<file path="src/rtl/bash_hash_params_pkg.sv">
// Shared parameters and types for the bash_hash sponge datapath and its sequencer.
package bash_hash_params_pkg;

    localparam int unsigned XLEN        = 64;
    localparam int unsigned BASH_ROUNDS = 24;

    typedef enum logic [1:0] {
        IDLE,
        WORK,
        DONE
    } bash_ctrl_state_t;

endpackage

</file>
<file path="src/rtl/bash_hash_ctrl.sv">
// Block sequencer for bash_hash: accepts one request, issues the load strobe,
// steps the datapath through the rounds and holds the result until it is acknowledged.
module bash_hash_ctrl
    import bash_hash_params_pkg::*;
#(
    parameter int unsigned ROUNDS = BASH_ROUNDS,
    parameter int unsigned RW     = $clog2(ROUNDS + 1)
) (
    input  logic            clk_i,
    input  logic            rst_ni,
    input  logic            req_valid_i,
    output logic            req_ready_o,
    input  logic            req_first_i,
    input  logic            req_clr_i,
    input  logic [XLEN-1:0] req_l_i,
    input  logic            abort_i,
    output logic            prep_o,
    output logic            start_o,
    output logic            work_o,
    output logic            first_o,
    output logic [XLEN-1:0] l_o,
    output logic [RW-1:0]   round_o,
    output logic            busy_o,
    output logic            done_valid_o,
    input  logic            done_ready_i
);

    bash_ctrl_state_t state_q, state_d;
    logic [RW-1:0]    round_q;
    logic             clr_q;
    logic [XLEN-1:0]  l_q;
    logic             fire;
    logic             last_round;

    assign last_round = (round_q == RW'(ROUNDS - 1));

    // State register
    always_ff @(posedge clk_i or negedge rst_ni) begin
        if (!rst_ni) begin
            state_q <= IDLE;
        end else begin
            state_q <= state_d;
        end
    end

    // Next-state and output decode; abort overrides everything and blocks acceptance
    always_comb begin
        state_d      = state_q;
        req_ready_o  = 1'b0;
        fire         = 1'b0;
        start_o      = 1'b0;
        prep_o       = 1'b0;
        work_o       = 1'b0;
        first_o      = 1'b0;
        busy_o       = 1'b0;
        done_valid_o = 1'b0;
        round_o      = '0;
        l_o          = l_q;

        unique case (state_q)
            IDLE: req_ready_o = ~abort_i;
            DONE: req_ready_o = ~abort_i & done_ready_i;
            default: req_ready_o = 1'b0;
        endcase

        fire    = req_valid_i & req_ready_o;
        start_o = fire;
        prep_o  = fire & req_first_i;
        if (fire && req_first_i) begin
            l_o = req_l_i;
        end

        unique case (state_q)
            IDLE: begin
                if (fire) state_d = WORK;
            end
            WORK: begin
                work_o  = 1'b1;
                busy_o  = 1'b1;
                first_o = clr_q;
                round_o = round_q;
                if (last_round) state_d = DONE;
            end
            DONE: begin
                done_valid_o = 1'b1;
                if (done_ready_i) state_d = fire ? WORK : IDLE;
            end
            default: state_d = IDLE;
        endcase

        if (abort_i) state_d = IDLE;
    end

    // Round counter wraps to 0 on the last round so DONE/IDLE always see 0
    always_ff @(posedge clk_i or negedge rst_ni) begin
        if (!rst_ni) begin
            round_q <= '0;
        end else if (abort_i || fire) begin
            round_q <= '0;
        end else if (state_q == WORK) begin
            round_q <= last_round ? '0 : round_q + RW'(1);
        end
    end

    // Per-message security level and per-block clear flag
    always_ff @(posedge clk_i or negedge rst_ni) begin
        if (!rst_ni) begin
            l_q   <= '0;
            clr_q <= 1'b0;
        end else if (fire) begin
            clr_q <= req_clr_i;
            if (req_first_i) l_q <= req_l_i;
        end
    end

endmodule

</file>
<file path="config.mk">
export PLATFORM = sky130hd
export DESIGN_NAME = bash_hash_ctrl
export DESIGN_NICKNAME = d
export VERILOG_FILES = /design/src/rtl/bash_hash_params_pkg.sv /design/src/rtl/bash_hash_ctrl.sv
export SDC_FILE = /design/constraint.sdc
export NUM_CORES = 1
export LEC_CHECK = 0
export CAP_MARGIN = 15
export CORE_ASPECT_RATIO = 1.2
export CORE_MARGIN = 2
export CORE_UTILIZATION = 41
export CTS_CLUSTER_SIZE = 14
export DETAILED_ROUTE_END_ITERATION = 10
export PLACE_DENSITY = 0.84
export SYNTH_ARGS = -nofsm -noshare
export SYNTH_HDL_FRONTEND = slang
export SYNTH_SLANG_ARGS = --single-unit
export TNS_END_PERCENT = 1
</file>
<file path="constraint.sdc">
create_clock -name clk_i -period 1.7 [get_ports clk_i]
set_input_delay 0.17 -clock clk_i [delete_from_list [all_inputs] [get_ports clk_i]]
set_output_delay 0.17 -clock clk_i [all_outputs]
set_load 0.05 [all_outputs]
</file>
# Word level (Yosys, flattened, before mapping)

Index checks and enable logic that the tools add are counted.
W data, S select, Z words.

Multiplexer cells: 15
Bitwise gates (word level): 4
Reductions and logical operators: 6
Add/subtract/negate cells: 1
Equal/unequal tests: 6

Operators with widths:

| cell                  | count |
|---|---|
| $mux W64              | 1 |
| $mux W5               | 4 |
| $ne A3 B3 Y1 const B  | 3 |
| $mux W2               | 4 |
| $pmux W2 S3           | 1 |
| $add A5 B1 Y5 const B | 1 |
| $eq A5 B5 Y1 const B  | 1 |
| $mux W1               | 4 |
| $and A1 B1 Y1         | 3 |
| $reduce_and A3 Y1     | 1 |
| $eq A2 B1 Y1 const B  | 1 |
| $eq A2 B2 Y1 const B  | 1 |
| $logic_not A2 Y1      | 1 |
| $pmux W1 S2           | 1 |
| $reduce_and A2 Y1     | 1 |
| $reduce_bool A2 Y1    | 1 |
| $logic_and A1 B1 Y1   | 1 |
| $logic_or A1 B1 Y1    | 1 |
| $not A1 Y1            | 1 |

Logic and storage cells: 36
Output and inout bits: 76
Register bits: 72
Input port bits: 71

# Depth between registers and ports, before layout

Gate-level depths: netlist (run 1).

Depth in word-level cells: 8
Gate-level depth with buffers: 6
Mapped depth without buffers: 4

# Worst setup path before layout (run 1)

No wires, ideal clock.

Kind: reg2out
Start: register state_q[1]
End: output port req_ready_o
Data required time: 1530 ps
Slack: -61 ps
Path buffers: 0
Arrival: 1591 ps
Cell stages (with the launch flop): 3
Cells stage by stage: dfrtp_1 nor2b_1 nor3_1

Word-level cells in the longest chain between the ends: 2
Elaborated cells between the ends (all ways): 3
Classes of those cells: 1 x eq/ne; 1 x mux; 1 x reduce/logical

RTL lines:

| what                                                    | line                 | RTL |
|---|---|---|
| start, declared                                         | bash_hash_ctrl.sv:28 | `bash_ctrl_state_t state_q, state_d;` |
| start signal, assigned                                  | bash_hash_ctrl.sv:42 | `state_q <= state_d;` |
| $eq A2 B2 Y1 / $logic_not A2 Y1 (equally long branches) | bash_hash_ctrl.sv:60 | `unique case (state_q)` |
| $pmux W1 S2 *                                           | bash_hash_ctrl.sv:60 |  |
| end, declared                                           | bash_hash_ctrl.sv:12 | `output logic req_ready_o,` |

Mark *: on every way between the ends. The rest lies on a longest branch, timed or not.

# Worst setup path after layout (run 1)

Start: register state_q[0]
End: output port l_o[11]

Word-level cells in the longest chain between the ends: 5
Elaborated cells between the ends (all ways): 6
Classes of those cells: 1 x eq/ne; 2 x mux; 1 x bitwise; 2 x reduce/logical

RTL lines:

| what                                                    | line                 | RTL |
|---|---|---|
| $eq A2 B2 Y1 / $logic_not A2 Y1 (equally long branches) | bash_hash_ctrl.sv:60 |  |
| $pmux W1 S2 *                                           | bash_hash_ctrl.sv:60 |  |
| $and A1 B1 Y1 *                                         | bash_hash_ctrl.sv:66 | `fire = req_valid_i & req_ready_o;` |
| $logic_and A1 B1 Y1 *                                   | bash_hash_ctrl.sv:69 | `if (fire && req_first_i) begin` |
| $mux W64 *                                              | bash_hash_ctrl.sv:69 |  |
| end, declared                                           | bash_hash_ctrl.sv:21 | `output logic [XLEN-1:0] l_o,` |

Marked as above.

==> results.toml, run 1 <==
[run_status]
status = "complete, but fails checks"
violations = "setup timing"

[setup_path]
reg2reg_depth = 5
cp.required_ns = 1.53
worst_ep_arrival_time_ns = 1.88
start_kind = "flop"
critical_path_class = "reg2out"
setup.worst_path.end_class = "output port"
crit_fanout = 13

[sta]
report.final.slew_viol_count = 0
worstMarginPinSlew_ns = 0.4340
finalHoldViolCount = 0
fin_crit_ns = 2.052
final-setup-viol-count = 64
rsz0062_at_grt = "true"
maxSlewHeadroom_pct = 71.07
period_share_pct = 120.7
hold-worst-slack_ns = 0.3190
finClkSkew_ns = 0.007443
setup_ws_ns = -0.3520
setup_tns_ns = -21.34
clock.fmax_ghz = 0.4873

[cells_and_area]
final_cells = 451
fillCellCount = 473
utilization_pct = 74.14
layout.nets = 426
n_antenna_cell = 0
layout-drive-gt1-share_pct = 48.19
area_growth_pct = 78.49

[clocking]
post_cts_buffers = 0
cts_sinks = 72
cts.root.buffer_cell = "clkbuf_8"
cts_tree = "yes"
clockBufferDepth = 2
htreeDepth = 3
clk_latency_ns = 0.34
clkTransAtPathRegs_ns = 0.08
cts_buffers = 9

[routing]
drtIter0Drc = 106
via_per_inst = 4.761
via_count = 2147
drt-wirelength-per-cell_um = 16.78
first_pass_iters = 4
route.final.wire_length_um = 7566
drc = 0
ant_nets = 0

[global_route]
grt_overflow = 0
track_usage_pct = 18.65
grt_pass1_vias = 2307
grt_pass1_wl_um = 12190
grt_max_degree = 42
antenna_found_initial = 0

[synthesis]
ys_types = 33
syn-num-nets = 264
synth_edf_count = 0
synth_top_cell_by_area = "dfrtp_1"
synth.most_common_cell = "dfrtp_1"
ys_seq_area_share_pct = 57.26
synth_flop_cell = "dfrtp_1"
synthCells = 192
yosysTopAreaCellShare_pct = 57.26
ys_seq_elements = 72
yosys-top-cells-area = "dfrtp_1, mux2_4, mux2_1"
async_reset_ff_share_pct = 100.0
avgSynthCellArea_um2 = 16.39
yosys_warnings = 0
synth_common_cells = "dfrtp_1, mux2_4, mux2_1"
post_synth_instance_area_um2 = 3147

[job]
drv_cap = 0

[die]
core_um2 = 7576
num_rows = 35
die-width_um = 83.98
initial_core_util_pct = 41.54
dieArea_um2 = 8395
dieHeight_um = 99.97
ios = 147

[pwr]
power_frac_comb_pct = 50.9
cellPowerDensity_nw_per_um2 = 1434
internal_power_mw = 5.195
p_seq_share_pct = 27.4
power.leakage_nw = 2.523
switching_share_pct = 35.51
clkPwrFrac_pct = 21.7
switching_power_mw = 2.861
ir_drop_mv = 0.7964

[worst_hold_path]
hp-class = "in2async"

[place]
place.gp.congestion = 0.8574
dp_slack_ns = -0.3472
io_buffers = 146
dp_cells = 434
dp_hpwl_um = 5745
-- critical path, cell delays in order (launching register included) --
cell     delay (ns)
dfrtp_1        0.40
nor2_2         0.10
and4_4         0.31
buf_6          0.22
mux2_4         0.35
buf_12         0.15
-- registers in the layout (all words and copies together), names as in the netlist --
signal	count
round_q	5
state_q	2
l_q	64
clr_q	1
-- power by group through the flow --
| stage | clock network (mW) | registers, mW | logic (mW) |
|---|---|---|---|
| global route | 1.87 | 2.24 | 4.24 |
| floorplan | 0 | 2.20 | 2.21 |
| global placement | 0 | 2.22 | 4.01 |
| finish | 1.75 | 2.21 | 4.10 |
| CTS | 1.80 | 2.21 | 4.13 |
| detailed placement | 0 | 2.24 | 4.07 |
-- path summary, 6_finish.rpt --
| kind | from | endpoint | slack [ns] |
|---|---|---|---|
| setup reg to reg | state_q[0]$_DFFE_PN0P_ | l_q[46]$_DFFE_PN0P_ | 0.09 |
| hold / removal | rst_ni | l_q[13]$_DFFE_PN0P_ | 0.32 |
| setup / recovery | state_q[0]$_DFFE_PN0P_ | l_o[11] | -0.35 |
| max in group asynchronous | rst_ni | l_q[5]$_DFFE_PN0P_ | 0.80 |
| min in group clk_i | req_l_i[2] | l_q[2]$_DFFE_PN0P_ | 0.45 |
| hold reg to reg | l_q[62]$_DFFE_PN0P_ | l_q[62]$_DFFE_PN0P_ | 0.49 |
-- area by class of cell --
class                   instances  area, um^2  area share (%)
repair buffers                161        2198           39.14
clock inverters                 5       128.9           2.295
flip-flops and latches         72        1802           32.08
multi-input cells             107        1227           21.85
well taps                      92       115.1           2.049
clock buffers                  11       131.4           2.339
inverters                       3       13.76          0.2450
-- metrics by stage --
step	power (mW)	area, um^2
2_1_floorplan	4.406	3152
3_3_place_gp	6.233	5283
3_5_place_dp	6.304	5283
4_1_cts	8.135	5597
5_1_grt	8.357	5617
6_report	8.056	5617
-- per-layer routing --
metal	up-vias	track usage (%)	part of all wire, %
li1	987	-	-
met1	1042	22.28	38
met2	109	32.06	54
met3	9	6.168	7.0
met4	0	5.955	1.3
met5	-	0	0
-- cells in the final DEF (no fill, tap or decap) --
cell,n
a21boi_0,1
a21oi_1,2
a2bb2oi_1,1
a31o_2,1
and2_4,5
and3_1,1
and4_4,1
and4b_1,1
buf_12,63
buf_4,22
buf_6,5
buf_8,1
bufinv_16,4
clkbuf_1,2
clkbuf_8,9
clkdlybuf4s50_1,69
clkinv_4,1
dfrtp_1,72
dlygate4sd3_1,1
ha_1,1
inv_1,2
inv_4,1
mux2_1,8
mux2_2,4
mux2_4,53
nand2_1,3
nand2b_1,5
nand2b_4,1
nand3_1,1
nand3b_1,2
nand4b_1,1
nor2_1,4
nor2_2,1
nor2b_1,2
nor3_2,1
nor3b_1,1
o21ai_0,3
o32ai_1,1
xnor2_1,1
xor2_1,1
-- kinds of logic after synthesis --
kind of cell    count (synthesis)  share of synthesized area, %
buf+inv                        13                         5.010
mux                            65                         29.11
compound gates                  9                         1.869
flops                          72                         57.26
simple gates                   30                         5.805
xor+xnor                        2                        0.5568
fa+ha+maj                       1                        0.3976
-- what timing repair did --
action                                  CTS  global route
hold buffers                              1             0
endpoints found under the setup margin   71            69
endpoints found under the hold margin    31             0
resized for setup                        13             7
Power figures use the tool's default switching activity.
==> run 2: changes to the inputs <==
--- a/config.mk
+++ b/config.mk
@@ -11,8 +11,8 @@
 export CORE_UTILIZATION = 41
 export CTS_CLUSTER_SIZE = 14
 export DETAILED_ROUTE_END_ITERATION = 10
+export GPL_ROUTABILITY_DRIVEN = 0
 export PLACE_DENSITY = 0.84
 export SYNTH_ARGS = -nofsm -noshare
 export SYNTH_HDL_FRONTEND = slang
 export SYNTH_SLANG_ARGS = --single-unit
-export TNS_END_PERCENT = 1
==> results.toml, run 2 (same netlist as run 1, synthesis figures left out) <==
[die]
die-width_um = 83.98
num_rows = 35
dieArea_um2 = 8395
initial_core_util_pct = 41.54
ios = 147
core_um2 = 7576
dieHeight_um = 99.97

[global_route]
grt_max_degree = 73
antenna_found_initial = 0
track_usage_pct = 18.79
grt_pass1_wl_um = 12300
grt_overflow = 0
grt_pass1_vias = 2382

[sta]
report.final.slew_viol_count = 0
finalHoldViolCount = 0
finClkSkew_ns = 0.009291
period_share_pct = 121.8
worstMarginPinSlew_ns = 0.3841
maxSlewHeadroom_pct = 74.40
clock.fmax_ghz = 0.4829
setup_ws_ns = -0.3708
fin_crit_ns = 2.071
rsz0062_at_grt = "true"
final-setup-viol-count = 64

[routing]
drt-wirelength-per-cell_um = 17.08
via_per_inst = 4.839
drtIter0Drc = 55
route.final.wire_length_um = 7756
first_pass_iters = 4
via_count = 2197
drc = 0
ant_nets = 0

[pwr]
switching_power_mw = 2.879
p_seq_share_pct = 27.9
switching_share_pct = 36.36
cellPowerDensity_nw_per_um2 = 1393
clkPwrFrac_pct = 19.2
ir_drop_mv = 1.086
internal_power_mw = 5.039
power.leakage_nw = 2.554
power_frac_comb_pct = 52.9

[cells_and_area]
utilization_pct = 75.05
layout.nets = 429
fin_area_um2 = 5685
layout-drive-gt1-share_pct = 51.38
fillCellCount = 463
area_growth_pct = 80.68
seq_area_um2 = 1802
final_cells = 454
final_cell_mix = "dfrtp_1, clkdlybuf4s50_1, buf_12"
largest_reg_flops = 64
n_antenna_cell = 0
final_common_cell = "dfrtp_1"
top_register = "l_q"
multi_input_area_um2 = 1230
top_regs = "l_q: 64 flops, round_q: 5 flops, state_q: 2 flops"

[clocking]
cts_sinks = 72
clkTransAtPathRegs_ns = 0.08
htreeDepth = 3
clockBufferDepth = 2
cts_buffers = 9
cts_tree = "yes"
cts.root.buffer_cell = "clkbuf_8"
clk_latency_ns = 0.33

[setup_path]
cp_slowest_cell = "clkdlybuf4s50_1"
cp.required_ns = 1.53
critical_path_class = "in2out"
setup.worst_path.end_class = "output port"
path_cells = "clkdlybuf4s50_1, nand2b_1, and4_4, buf_12, mux2_2, buf_6"
worst_ep_arrival_time_ns = 1.90
start_kind = "input pin"
crit_fanout = 22
cp_slowest_stage_delay_ns = 0.52

[place]
dp_hpwl_um = 5770
dpl-instance-area_um2 = 5285
dp_cells = 433
io_buffers = 146

[worst_hold_path]
hp-class = "in2async"

[run_status]
status = "complete, but fails checks"
violations = "setup timing"

[job]
drv_cap = 0
[run 2: cell count changes in the layout (fill, tap and decap cells not counted), sizes merged]
cell | previous run | this run
buf | 91 | 93
bufinv | 4 | 2
clkinv | 1 | 3
clkbuf | 11 | 12
[run 2: repair_timing]
action	4_1_cts	5_1_grt
hold buffers	1	0
hold endpoints to repair	72	0
cloned	0	1
resized for setup	27	6
endpoints found under the setup margin	71	72
buffers inserted	2	1
pin swaps	0	1
[run 2: power by group through the flow]
stage               Sequential (mW)  Clock [mW]  Combinational, mW
global placement               2.22           0               4.02
finish                         2.21        1.52               4.19
global route                   2.25        1.65               4.31
CTS                            2.22        1.57               4.19
floorplan                      2.20           0               2.23
detailed placement             2.25           0               4.08
[run 2: worst max-delay path: cells and delay by family]
| kind | cells | cell delay [ns] |
|---|---|---|
| buf+inv | 3 | 0.88 |
| simple gates | 2 | 0.46 |
| mux | 1 | 0.38 |
[run 2: through the flow]
stage | setup TNS (ns) | total power [mW] | hold slack, ns | setup WS, ns
after floorplan | 0 | 4.430 | -0.1256 | 0.0002413
after global placement | -23.46 | 6.244 | 0.2307 | -0.3365
after detailed placement | -29.56 | 6.325 | 0.2267 | -0.3988
after CTS | -21.39 | 7.977 | 0.3971 | -0.3830
after global routing | -26.23 | 8.209 | 0.4288 | -0.4481
final | -21.08 | 7.918 | 0.3994 | -0.3708
[run 2: final timing paths]
kind | startpoint | cells after the start | to | slack (ns)
max | done_ready_i | 6 | l_o[54] | -0.37
min | rst_ni | 3 | l_q[38]$_DFFE_PN0P_ | 0.40
max reg2reg | state_q[0]$_DFFE_PN0P_ | 5 | l_q[3]$_DFFE_PN0P_ | 0.09
min reg2reg | l_q[56]$_DFFE_PN0P_ | 1 | l_q[56]$_DFFE_PN0P_ | 0.51
max in group asynchronous | rst_ni | 3 | l_q[10]$_DFFE_PN0P_ | 0.98
min in group clk_i | req_clr_i | 2 | clr_q$_DFFE_PN0P_ | 0.46
[run 2: routing by layer]
layer | share of wire [%] | track usage, % | wire length, um
met5 | 0 | 0 | 0
met4 | 2.2 | 7.940 | 173
met3 | 6.8 | 5.016 | 525
met2 | 54 | 32.74 | 4152
met1 | 37 | 21.99 | 2904
[run 2: layout make-up]
type	count	share of cell area, %
inverter	3	0.2421
clock buffer	11	2.663
tap	92	2.025
multi-input combinational	107	21.63
timing repair buffer	164	40.36
clock inverter	5	1.386
sequential	72	31.69
